<file path="config.mk">
export PLATFORM = sky130hd
export DESIGN_NAME = rmem_wb_arbiter
export DESIGN_NICKNAME = d
export VERILOG_FILES = /design/src/rtl/rmem_pkg.sv /design/src/rtl/rr_arbiter2.sv /design/src/rtl/rmem_wb_arbiter.sv
export SDC_FILE = /design/constraint.sdc
export NUM_CORES = 1
export LEC_CHECK = 0
export CORE_ASPECT_RATIO = 1.2
export CORE_MARGIN = 4
export CORE_UTILIZATION = 30
export CTS_BUF_LIST = sky130_fd_sc_hd__clkbuf_2
export DETAILED_ROUTE_END_ITERATION = 10
export PLACE_DENSITY = 0.77
export SLEW_MARGIN = 20
export SYNTH_ARGS = -nofsm -noshare
export SYNTH_HDL_FRONTEND = slang
export SYNTH_HIERARCHICAL = 1
export SYNTH_SLANG_ARGS = --single-unit
</file>
<file path="constraint.sdc">
create_clock -name clk -period 1.9 [get_ports clk]
set_input_delay 0.285 -clock clk [delete_from_list [all_inputs] [get_ports clk]]
set_output_delay 0.285 -clock clk [all_outputs]
set_load 0.05 [all_outputs]
</file>
<file path="src/rtl/rmem_pkg.sv">
// Shared definitions for the rmem write-back path.
// Widths, the hardwired-zero register and grant encodings.
package rmem_pkg;

   localparam int N_DEF    = 5;
   localparam int B_DEF    = 32;
   localparam int ZERO_REG = 0;

   localparam logic GRANT_A = 1'b0;
   localparam logic GRANT_B = 1'b1;

endpackage

</file>
<file path="src/rtl/rr_arbiter2.sv">
// Two-way round-robin arbiter, purely combinational.
// The last_grant register is owned by the instantiating block.
module rr_arbiter2
   import rmem_pkg::*;
(
   input  logic req_a,
   input  logic req_b,
   input  logic last_grant,
   output logic gnt_a,
   output logic gnt_b
);

   always_comb begin
      gnt_a = 1'b0;
      gnt_b = 1'b0;
      unique case (1'b1)
         (req_a && req_b): begin
            // On a tie the side that did not win last time goes first
            if (last_grant == GRANT_B) gnt_a = 1'b1;
            else                       gnt_b = 1'b1;
         end
         (req_a && !req_b): gnt_a = 1'b1;
         (!req_a && req_b): gnt_b = 1'b1;
         default: ;
      endcase
   end

endmodule

</file>
<file path="src/rtl/rmem_wb_arbiter.sv">
// Write-back arbiter for rmem: round-robin between ALU and load unit,
// one-entry write stage, and forwarding of the staged write onto reads.
module rmem_wb_arbiter
   import rmem_pkg::*;
#(
   parameter int N = N_DEF,
   parameter int B = B_DEF
) (
   input  logic         clk,
   input  logic         rst_n,
   input  logic         a_valid,
   input  logic [N-1:0] a_addr,
   input  logic [B-1:0] a_data,
   output logic         a_ready,
   input  logic         b_valid,
   input  logic [N-1:0] b_addr,
   input  logic [B-1:0] b_data,
   output logic         b_ready,
   input  logic [N-1:0] rd_addr1,
   input  logic [N-1:0] rd_addr2,
   output logic [B-1:0] rd_data1,
   output logic [B-1:0] rd_data2,
   output logic [N-1:0] rf_r_addr1,
   output logic [N-1:0] rf_r_addr2,
   input  logic [B-1:0] rf_r_data1,
   input  logic [B-1:0] rf_r_data2,
   output logic [N-1:0] rf_w_addr,
   output logic [B-1:0] rf_w_data,
   output logic         rf_write_en
);

   localparam logic [N-1:0] ZERO_ADDR = N'(ZERO_REG);

   logic         last_grant;
   logic         gnt_a;
   logic         gnt_b;
   logic         accept;
   logic [N-1:0] acc_addr;
   logic [B-1:0] acc_data;
   logic         stage_en;
   logic [N-1:0] stage_addr;
   logic [B-1:0] stage_data;

   rr_arbiter2 u_arb (
      .req_a      (a_valid),
      .req_b      (b_valid),
      .last_grant (last_grant),
      .gnt_a      (gnt_a),
      .gnt_b      (gnt_b)
   );

   assign a_ready = gnt_a;
   assign b_ready = gnt_b;
   assign accept  = gnt_a | gnt_b;

   always_comb begin
      acc_addr = a_addr;
      acc_data = a_data;
      unique case (1'b1)
         gnt_a: begin
            acc_addr = a_addr;
            acc_data = a_data;
         end
         gnt_b: begin
            acc_addr = b_addr;
            acc_data = b_data;
         end
         default: ;
      endcase
   end

   always_ff @(posedge clk or negedge rst_n) begin
      if (!rst_n) begin
         last_grant <= GRANT_B;
         stage_en   <= 1'b0;
         stage_addr <= '0;
         stage_data <= '0;
      end else begin
         // r0 writes are accepted but never reach rmem
         stage_en <= accept && (acc_addr != ZERO_ADDR);
         if (accept) begin
            stage_addr <= acc_addr;
            stage_data <= acc_data;
            last_grant <= gnt_b ? GRANT_B : GRANT_A;
         end
      end
   end

   assign rf_w_addr   = stage_addr;
   assign rf_w_data   = stage_data;
   assign rf_write_en = stage_en;

   assign rf_r_addr1 = rd_addr1;
   assign rf_r_addr2 = rd_addr2;

   assign rd_data1 = (stage_en && rd_addr1 == stage_addr) ? stage_data
                                                          : rf_r_data1;
   assign rd_data2 = (stage_en && rd_addr2 == stage_addr) ? stage_data
                                                          : rf_r_data2;

endmodule

</file>
# --- Word level (Yosys, flattened, before mapping) ---
# Index checks and enable logic that the tools add are counted.
totals:
  reg_bits: 39
  input_bits: 152
  out_inout_bits: 114
  word_cells: 25
op_classes:
  eq_ne: 2
  muxes: 9
  bitwise: 1
  n_reduce_logical: 9
op_table:
  columns: ["operator", "n"]
  rows:
  - ["$mux W32", 3]
  - ["$eq A5 B5 Y1", 2]
  - ["$logic_and A1 B1 Y1", 6]
  - ["$mux W5", 1]
  - ["$reduce_bool A5 Y1", 1]
  - ["$pmux W1 S2", 2]
  - ["$mux W1", 3]
  - ["$logic_not A1 Y1", 2]
  - ["$or A1 B1 Y1", 1]

# --- Longest topological paths before layout ---
# Gate-level depths: netlist (run 1).
depth:
  word_depth: 6
  mapped_depth: 7
  ltp_nobuf: 4

# --- Modules after synthesis ---
# Netlist (run 1), hierarchy kept.
by_module_without_submodules:
  columns: ["module", "instances", "cells_per_inst", "area_per_inst_um2", "seq_area_each_um2"]
  rows:
  - ["rmem_wb_arbiter", 1, 266, 3042.9, 977.2]
  - ["rr_arbiter2", 1, 3, 18.8, 0.0]

# --- Worst setup path after synthesis (run 1) ---
# OpenSTA, ideal clock, no wires.
synth_timing:
  path_type: "register -> register"
  startpoint: "register last_grant"
  endpoint: "register stage_data[23] (netlist: rf_w_data[23])"
  setup_ns: 0.083
  arrival_ns: 2.445
  required_time_ns: 1.817
  slack_ns: -0.628
  stages_incl_launch_ff: 6
  path_buffers: 2
  period_less_slack_ns: 2.528
  cell_sequence: "dfstp_2 a21boi_0 clkbuf_1 clkbuf_1 nand2_1 o21ai_0"
synth_via:
  elab_chain_len: 3
  word_cells_on_any_way: 6
  classes_between: "mux: 5; bitwise: 1"
synth_rtl:
  columns: ["item", "line", "source"]
  rows:
  - ["from (decl)", "rmem_wb_arbiter.sv:34", "logic last_grant;"]
  - ["from (signal assigned)", "rmem_wb_arbiter.sv:84", "last_grant <= gnt_b ? GRANT_B : GRANT_A;"]
  - ["$mux W1 (*)", "rr_arbiter2.sv:19", "if (last_grant == GRANT_B) gnt_a = 1'b1;"]
  - ["$pmux W1 S2 (*)", "rr_arbiter2.sv:16", "unique case (1'b1)"]
  - ["via b_ready", "rmem_wb_arbiter.sv:18", "output logic b_ready,"]
  - ["$mux W32 or $or A1 B1 Y1 (tied branches)", "rmem_wb_arbiter.sv:59, rmem_wb_arbiter.sv:54", null]
  - ["to (signal assigned)", "rmem_wb_arbiter.sv:83", "stage_data <= acc_data;"]
  - ["to (decl)", "rmem_wb_arbiter.sv:42", "logic [B-1:0] stage_data;"]
# The timed path passes the listed nets; every way through them passes the cells marked *.
# A chain may end at the register's enable or synchronous reset.

# --- Worst setup path in the final report (run 1) ---
layout_timing:
  startpoint: "register stage_addr[2] (netlist: rf_w_addr[2])"
  endpoint: "output rd_data2[7]"
layout_via:
  elab_chain_len: 3
layout_rtl:
  columns: ["item", "line", "source"]
  rows:
  - ["from (decl)", "rmem_wb_arbiter.sv:41", "logic [N-1:0] stage_addr;"]
  - ["from (signal assigned)", "rmem_wb_arbiter.sv:82", "stage_addr <= acc_addr;"]
  - ["$eq A5 B5 Y1", "rmem_wb_arbiter.sv:98", "assign rd_data2 = (stage_en && rd_addr2 == stage_addr) ? stage_data"]
  - ["$logic_and A1 B1 Y1", "rmem_wb_arbiter.sv:98", null]
  - ["$mux W32", "rmem_wb_arbiter.sv:98", null]
  - ["to (decl)", "rmem_wb_arbiter.sv:22", "output logic [B-1:0] rd_data2,"]
# Every way passes these cells.

==> run metrics, run 1 <==
mean area per synthesized cell=11.4 sq um; final period utilization=139%; nets=707; initial antenna violation count=0; Max VDD drop=0.263 mV; RSZ-0062 raised after global routing=true; Mapped Cells=269; layout filler cell count=789; reg2reg setup slack=0.23 ns; GR Overflow Total=0; GRT Max-Usage Layer=met2; Final TNS setup=-44.26 ns; # setup viols final=64; Setup crit end kind=output port; final core utilization=65.7%; RR Startpoint=last_grant$_DFFE_PN1P_; WP data arrival=2.35 ns; Clock Pin Slew Worst Setup and Hold Paths=0.19 ns; DR iter-0 viols=92; DR vias=3,231; Worst Setup Start Kind=flip-flop; worst r2r dst=rf_w_data[11]$_DFFE_PN0P_; Die Wd=100 um; total core area=0.0100 sq mm; Pwr Density=603 mW/mm^2; via/cell ratio=4.74; Cell Rows=40; Starting Density=30.6%; buffers added on ports=265; n_diodes=0; CTS tree=yes; fin crit period=2.64 ns; Clock Sink Count=39; first-pass GRT wire length=19.5 mm; Max Clock Skew=0.0202 ns; status=finished with violations; number of buffers created by CTS=5; hpwl dp=9.59 mm; Cell Area, Synth=0.00306 sq mm; maximum buffer depth of the clock tree=2; fin area=0.00657 sq mm; Slew headroom=65.1%; worst min path class=in2async; first drt pass iteration count=4; Cell variety after synth=21; die area=0.0119 sq mm; total power=3.97 mW; die height=119 um; ANT nets after route=0; worst reg2reg path depth=6; dpl ws=-0.714 ns; worst slew pin tran=0.526 ns; Post-Place Cells=653; Avg WL per Cell=19.3 um; WS Path Type=reg2out; Syn Nets=421; IO Pins=266; fin. max-slew vios=0; Non-Filler Instances=682; failing checks=setup timing; area added between synthesis and finish=115%; DP Area=0.00596 sq mm; Clock Latency Late Sink=0.37 ns; grt met2 use=40.3%; M1 GR Usage=22.1%; pin count of the biggest net entering global routing=39; vias in the first global route=3,525; GRT Total Usage=20.9%; Fmax=379 MHz; Hold Vio Cnt, Final=0; CTS root buf=clkbuf_2; htree depth=2; Min Hold Slack=0.361 ns; share of cells above drive strength 1=37.9%; met3 GRT Util=4.49%; Syn. warnings=6; final WL=13.2 mm; register bit total from synthesis=39; Critical Path RT=1.62 ns; sequential cell area fraction in the yosys report=31.9%; Post-route DRC=0; Max Cap Viol=0; Worst Path Max Fanout=5; LEAKAGE=2.97 nW; Setup WS post-layout=-0.735 ns; final RePlAce weighted congestion=0.814
==> report_power, final <==
group          internal (mW)  total, mW  switching [mW]
logic                   1.10       2.48            1.38
clock network          0.109      0.373           0.264
registers              0.965       1.12           0.153
total                   2.17       3.97            1.79
==> routing by layer <==
layer | up-vias | wire length (um)
li1 | 1507 | -
met1 | 1554 | 4710
met2 | 150 | 7370
met3 | 20 | 803
met4 | 0 | 283
met5 | - | 0
==> kinds of logic (layout without fill, tap and decap cells) <==
logic type / after synthesis / in the layout / synth area share (%)
simple gates: 43 / 43 / 5.84
compound gates: 43 / 43 / 7.27
xor+xnor: 10 / 10 / 2.86
mux: 101 / 101 / 43.0
flops: 39 / 39 / 31.9
buf+inv: 33 / 320 / 9.11
==> Yosys cell counts <==
cell	count	area, sq um
or4_1	2	15.0
buf_2	4	20.0
mux2i_1	37	370
a21boi_0	1	7.51
o21ai_0	40	200
dfstp_2	1	26.3
nor4_1	2	12.5
clkbuf_1	9	33.8
a21o_1	1	7.51
mux2_4	60	901
dfrtp_1	38	951
mux2_2	4	45.0
xnor2_1	2	17.5
a21boi_1	1	7.51
buf_4	10	75.1
inv_1	2	7.51
and3_1	2	12.5
buf_6	2	22.5
buf_12	6	120
nand2_1	37	139
xor2_1	8	70.1
==> layout by cell type, fill, tap and decap left out, drive strengths merged <==
master         instances
or4                    2
o21ai                 40
a21boi                 2
dfstp                  1
inv                    2
xnor2                  2
bufbuf                 1
dlygate4sd2           35
nand2                 37
nor4                   2
clkdlybuf4s50        150
dlygate4sd3            1
mux2i                 37
dfrtp                 38
and3                   2
a21o                   1
buf                  122
mux2                  64
clkbuf                 9
xor2                   8
==> flip-flops by register name, summed over array words and instances (netlist names) <==
register and cells:
last_grant 1, rf_write_en 1, rf_w_data 32, rf_w_addr 5
==> worst max-delay path by stage <==
stage,startpoint,endpoint,cells past startpoint
2_1_floorplan,rf_w_addr[3]$_DFFE_PN0P_,rd_data1[10],6
3_3_place_gp,rd_addr2[0],rd_data2[0],7
3_5_place_dp,rd_addr2[0],rd_data2[0],7
4_1_cts,rf_w_addr[2]$_DFFE_PN0P_,rd_data1[17],8
5_1_grt,rf_w_addr[3]$_DFFE_PN0P_,rd_data1[31],7
6_report,rf_w_addr[2]$_DFFE_PN0P_,rd_data2[7],8
==> worst max-delay path, stage by stage, from the launching register on <==
cell and delay (ns):
dfrtp_2 0.45, buf_6 0.12, xor2_2 0.14, nor4_2 0.28, and3_4 0.28, buf_12 0.13, buf_16 0.13, mux2_4 0.31
buf_8 0.15
==> final cells by class <==
type,instances,area (sq um),area share (%)
multi-input cells,197,1880,28.7
repair buffers,310,3500,53.3
inverters,2,7.51,0.114
flip-flops and latches,39,983,15.0
clock buffers,8,40.0,0.609
well taps,126,158,2.40
==> what timing repair did <==
action / 4_1_cts / 5_1_grt
endpoints found under the hold margin: 18 / 0
buffers inserted: 9 / 6
pin swaps: 5 / 6
setup endpoints to repair: 100 / 65
gates resized for setup: 108 / 7
gates cloned: 6 / 1
hold buffers: 1 / 0
Power figures use the tool's default switching activity.
==> run 2, diff against run 1 <==
PLACE_DENSITY = 0.82   (was 0.77)
==> run 2 against run 1 <==
Effect of this change: critical path depth is 2 lower; die area did not move; routed wire length decreased by 5.9%; final area is 3.2% lower; critical path type unchanged; maximum frequency rose by 4.6%; worst setup slack better by 0.11 ns; critical endpoint is now rd_data2[0]; global-route usage decreased by 1.2 points; the run still ends with setup timing left; clock power is 2% higher; via count fell by 3.4%.
==> run metrics, run 2 (synthesized netlist as in run 1, its figures left out) <==
final RePlAce weighted congestion=0.780 (-4.1%); Worst Hold Path Cells=3; ANT nets after route=0 (unchanged); Max Cap Viol=0 (unchanged); failing checks=setup timing; Clock Pin Slew Worst Setup and Hold Paths=0.22 ns (+0.03 ns); area added between synthesis and finish=108%; Post-Place Cells=654 (+0.15%); Critical Path RT=1.62 ns (about the same); # setup viols final=64 (unchanged); RR Startpoint=last_grant$_DFFE_PN1P_; vias in the first global route=3,467 (-1.6%); Setup crit end kind=output port; Setup WS post-layout=-0.621 ns (+0.115 ns); final WL=12.4 mm (-5.9%); Min-Delay Endpoint=rf_w_data[25]$_DFFE_PN0P_; n_diodes=0 (unchanged); nets=694 (-1.8%); Worst Setup Start Kind=flip-flop; GR Overflow Total=0 (unchanged); buffers added on ports=265 (unchanged); total core area=0.0100 sq mm (unchanged); via/cell ratio=4.67 (-1.5%); Cell Rows=40 (unchanged); status=finished with violations; Worst Path Max Fanout=9 (+4); most frequent cells in the layout=150 x clkdlybuf4s50_1, 63 x mux2_4, 49 x buf_6; Avg WL per Cell=18.5 um (-4.0%); Max VDD drop=0.318 mV (+21%); GRT Total Usage=19.7% (-1.2 points); DR iter-0 viols=98 (+6.5%); Clock Latency Late Sink=0.40 ns (+0.03 ns); fin crit period=2.52 ns (-0.115 ns); fin. max-slew vios=0 (unchanged); Hold Vio Cnt, Final=0 (unchanged); most common cell after layout, fill and taps aside=clkdlybuf4s50_1; worst slew pin tran=0.556 ns (+0.0297 ns); worst r2r dst=rf_w_data[13]$_DFFE_PN0P_; Fmax=397 MHz (+4.6%); Hold Startpoint=b_data[25]; number of buffers created by CTS=5 (unchanged); total power=3.90 mW (-1.6%); Slew headroom=63.0% (-2.1 points); maximum buffer depth of the clock tree=2 (unchanged); RSZ-0062 raised after global routing=true; die height=119 um (unchanged); Pwr Density=614 mW/mm^2 (+1.7%); WP data arrival=2.24 ns (-0.11 ns); max FFs per register=32 (unchanged); CTS root buf=clkbuf_2; Max Clock Skew=0.0269 ns (+0.00672 ns); CTS tree=yes; die area=0.0119 sq mm (unchanged); worst reg2reg path depth=6 (unchanged); first-pass GRT wire length=18.7 mm (-4.4%); Non-Filler Instances=669 (-1.9%); IO Pins=266 (unchanged); reg2reg setup slack=0.20 ns (-0.03 ns); first drt pass iteration count=4 (unchanged); htree depth=2 (unchanged); hpwl dp=9.92 mm (+3.4%); Die Wd=100 um (unchanged); WS Path Type=reg2out; Starting Density=30.6% (unchanged); pin count of the biggest net entering global routing=31 (-21%); DR vias=3,122 (-3.4%); Clock Sink Count=39 (unchanged); Post-route DRC=0 (unchanged); worst min path class=in2reg; share of cells above drive strength 1=36.6% (-1.3 points); LEAKAGE=2.87 nW (-3.4%); final period utilization=133% (-6.0 points); initial antenna violation count=0 (unchanged); dpl ws=-0.675 ns (+0.0394 ns)
[run 2: cell count changes in the layout (fill, tap and decap cells not counted), sizes merged]
cell	delta
clkinv	+1
buf	-9
clkbuf	-1
bufbuf	-1
dlygate4sd2	-3
[run 2: cell type report]
| class | instances | area [sq um] |
|---|---|---|
| clock inverters | 1 | 5.00 |
| repair buffers | 297 | 3310 |
| fillers | 786 | 3650 |
| multi-input cells | 197 | 1860 |
| clock buffers | 7 | 35.0 |
| inverters | 2 | 7.51 |
| well taps | 126 | 158 |
| flip-flops and latches | 39 | 983 |
[run 2: worst max-delay path by stage]
stage | slack [ns] | start | end
2_1_floorplan | -0.16 | rf_w_addr[3]$_DFFE_PN0P_ | rd_data1[10]
3_3_place_gp | -0.64 | rd_addr2[3] | rd_data2[0]
3_5_place_dp | -0.67 | rd_addr2[3] | rd_data2[31]
4_1_cts | -0.71 | rf_w_addr[2]$_DFFE_PN0P_ | rd_data2[28]
5_1_grt | -0.71 | rf_w_addr[3]$_DFFE_PN0P_ | rd_data2[0]
6_report | -0.62 | rf_w_addr[3]$_DFFE_PN0P_ | rd_data2[0]
[run 2: per-stage QoR]
step / utilization, % / area (sq um) / TNS, ns / hold slack (ns)
2_1_floorplan: - / 3090 / -9.98 / -0.0106
3_3_place_gp: 60.4 / 6050 / -37.01 / 0.300
3_5_place_dp: 60.4 / 6050 / -38.78 / 0.309
4_1_cts: 63.3 / 6340 / -42.51 / 0.383
5_1_grt: 63.6 / 6360 / -43.25 / 0.392
6_report: 63.6 / 6360 / -36.89 / 0.404
[run 2: report_power, final]
group          internal (mW)  switching (mW)  total [mW]  leakage (nW)
Sequential             0.966           0.149        1.12         0.464
Clock                  0.101           0.278       0.379        0.0330
Combinational           1.06            1.35        2.41          2.37
Total                   2.13            1.78        3.90          2.87
[run 2: repair_timing]
item,in CTS,in global routing
pin swaps,3,4
setup endpoints to repair,97,65
gates cloned,1,1
hold buffers,1,0
setup buffers,4,1
endpoints found under the hold margin,20,0
resized for setup,88,6
[run 2: critical path: stages (launching register included)]
cell and delay, ns:
dfrtp_2 0.46, xor2_1 0.15, nor4_2 0.27, and3_4 0.30, buf_12 0.17, mux2_2 0.35, buf_6 0.15
[run 2: routing by layer]
metal  vias to the layer above  global-route usage [%]  wire, um
met2                       133                    38.6      7030
met4                         0                    4.80       163
li1                       1483                       -         -
met1                      1494                    20.6      4410
met5                         -                       0         0
met3                        12                    4.43       787
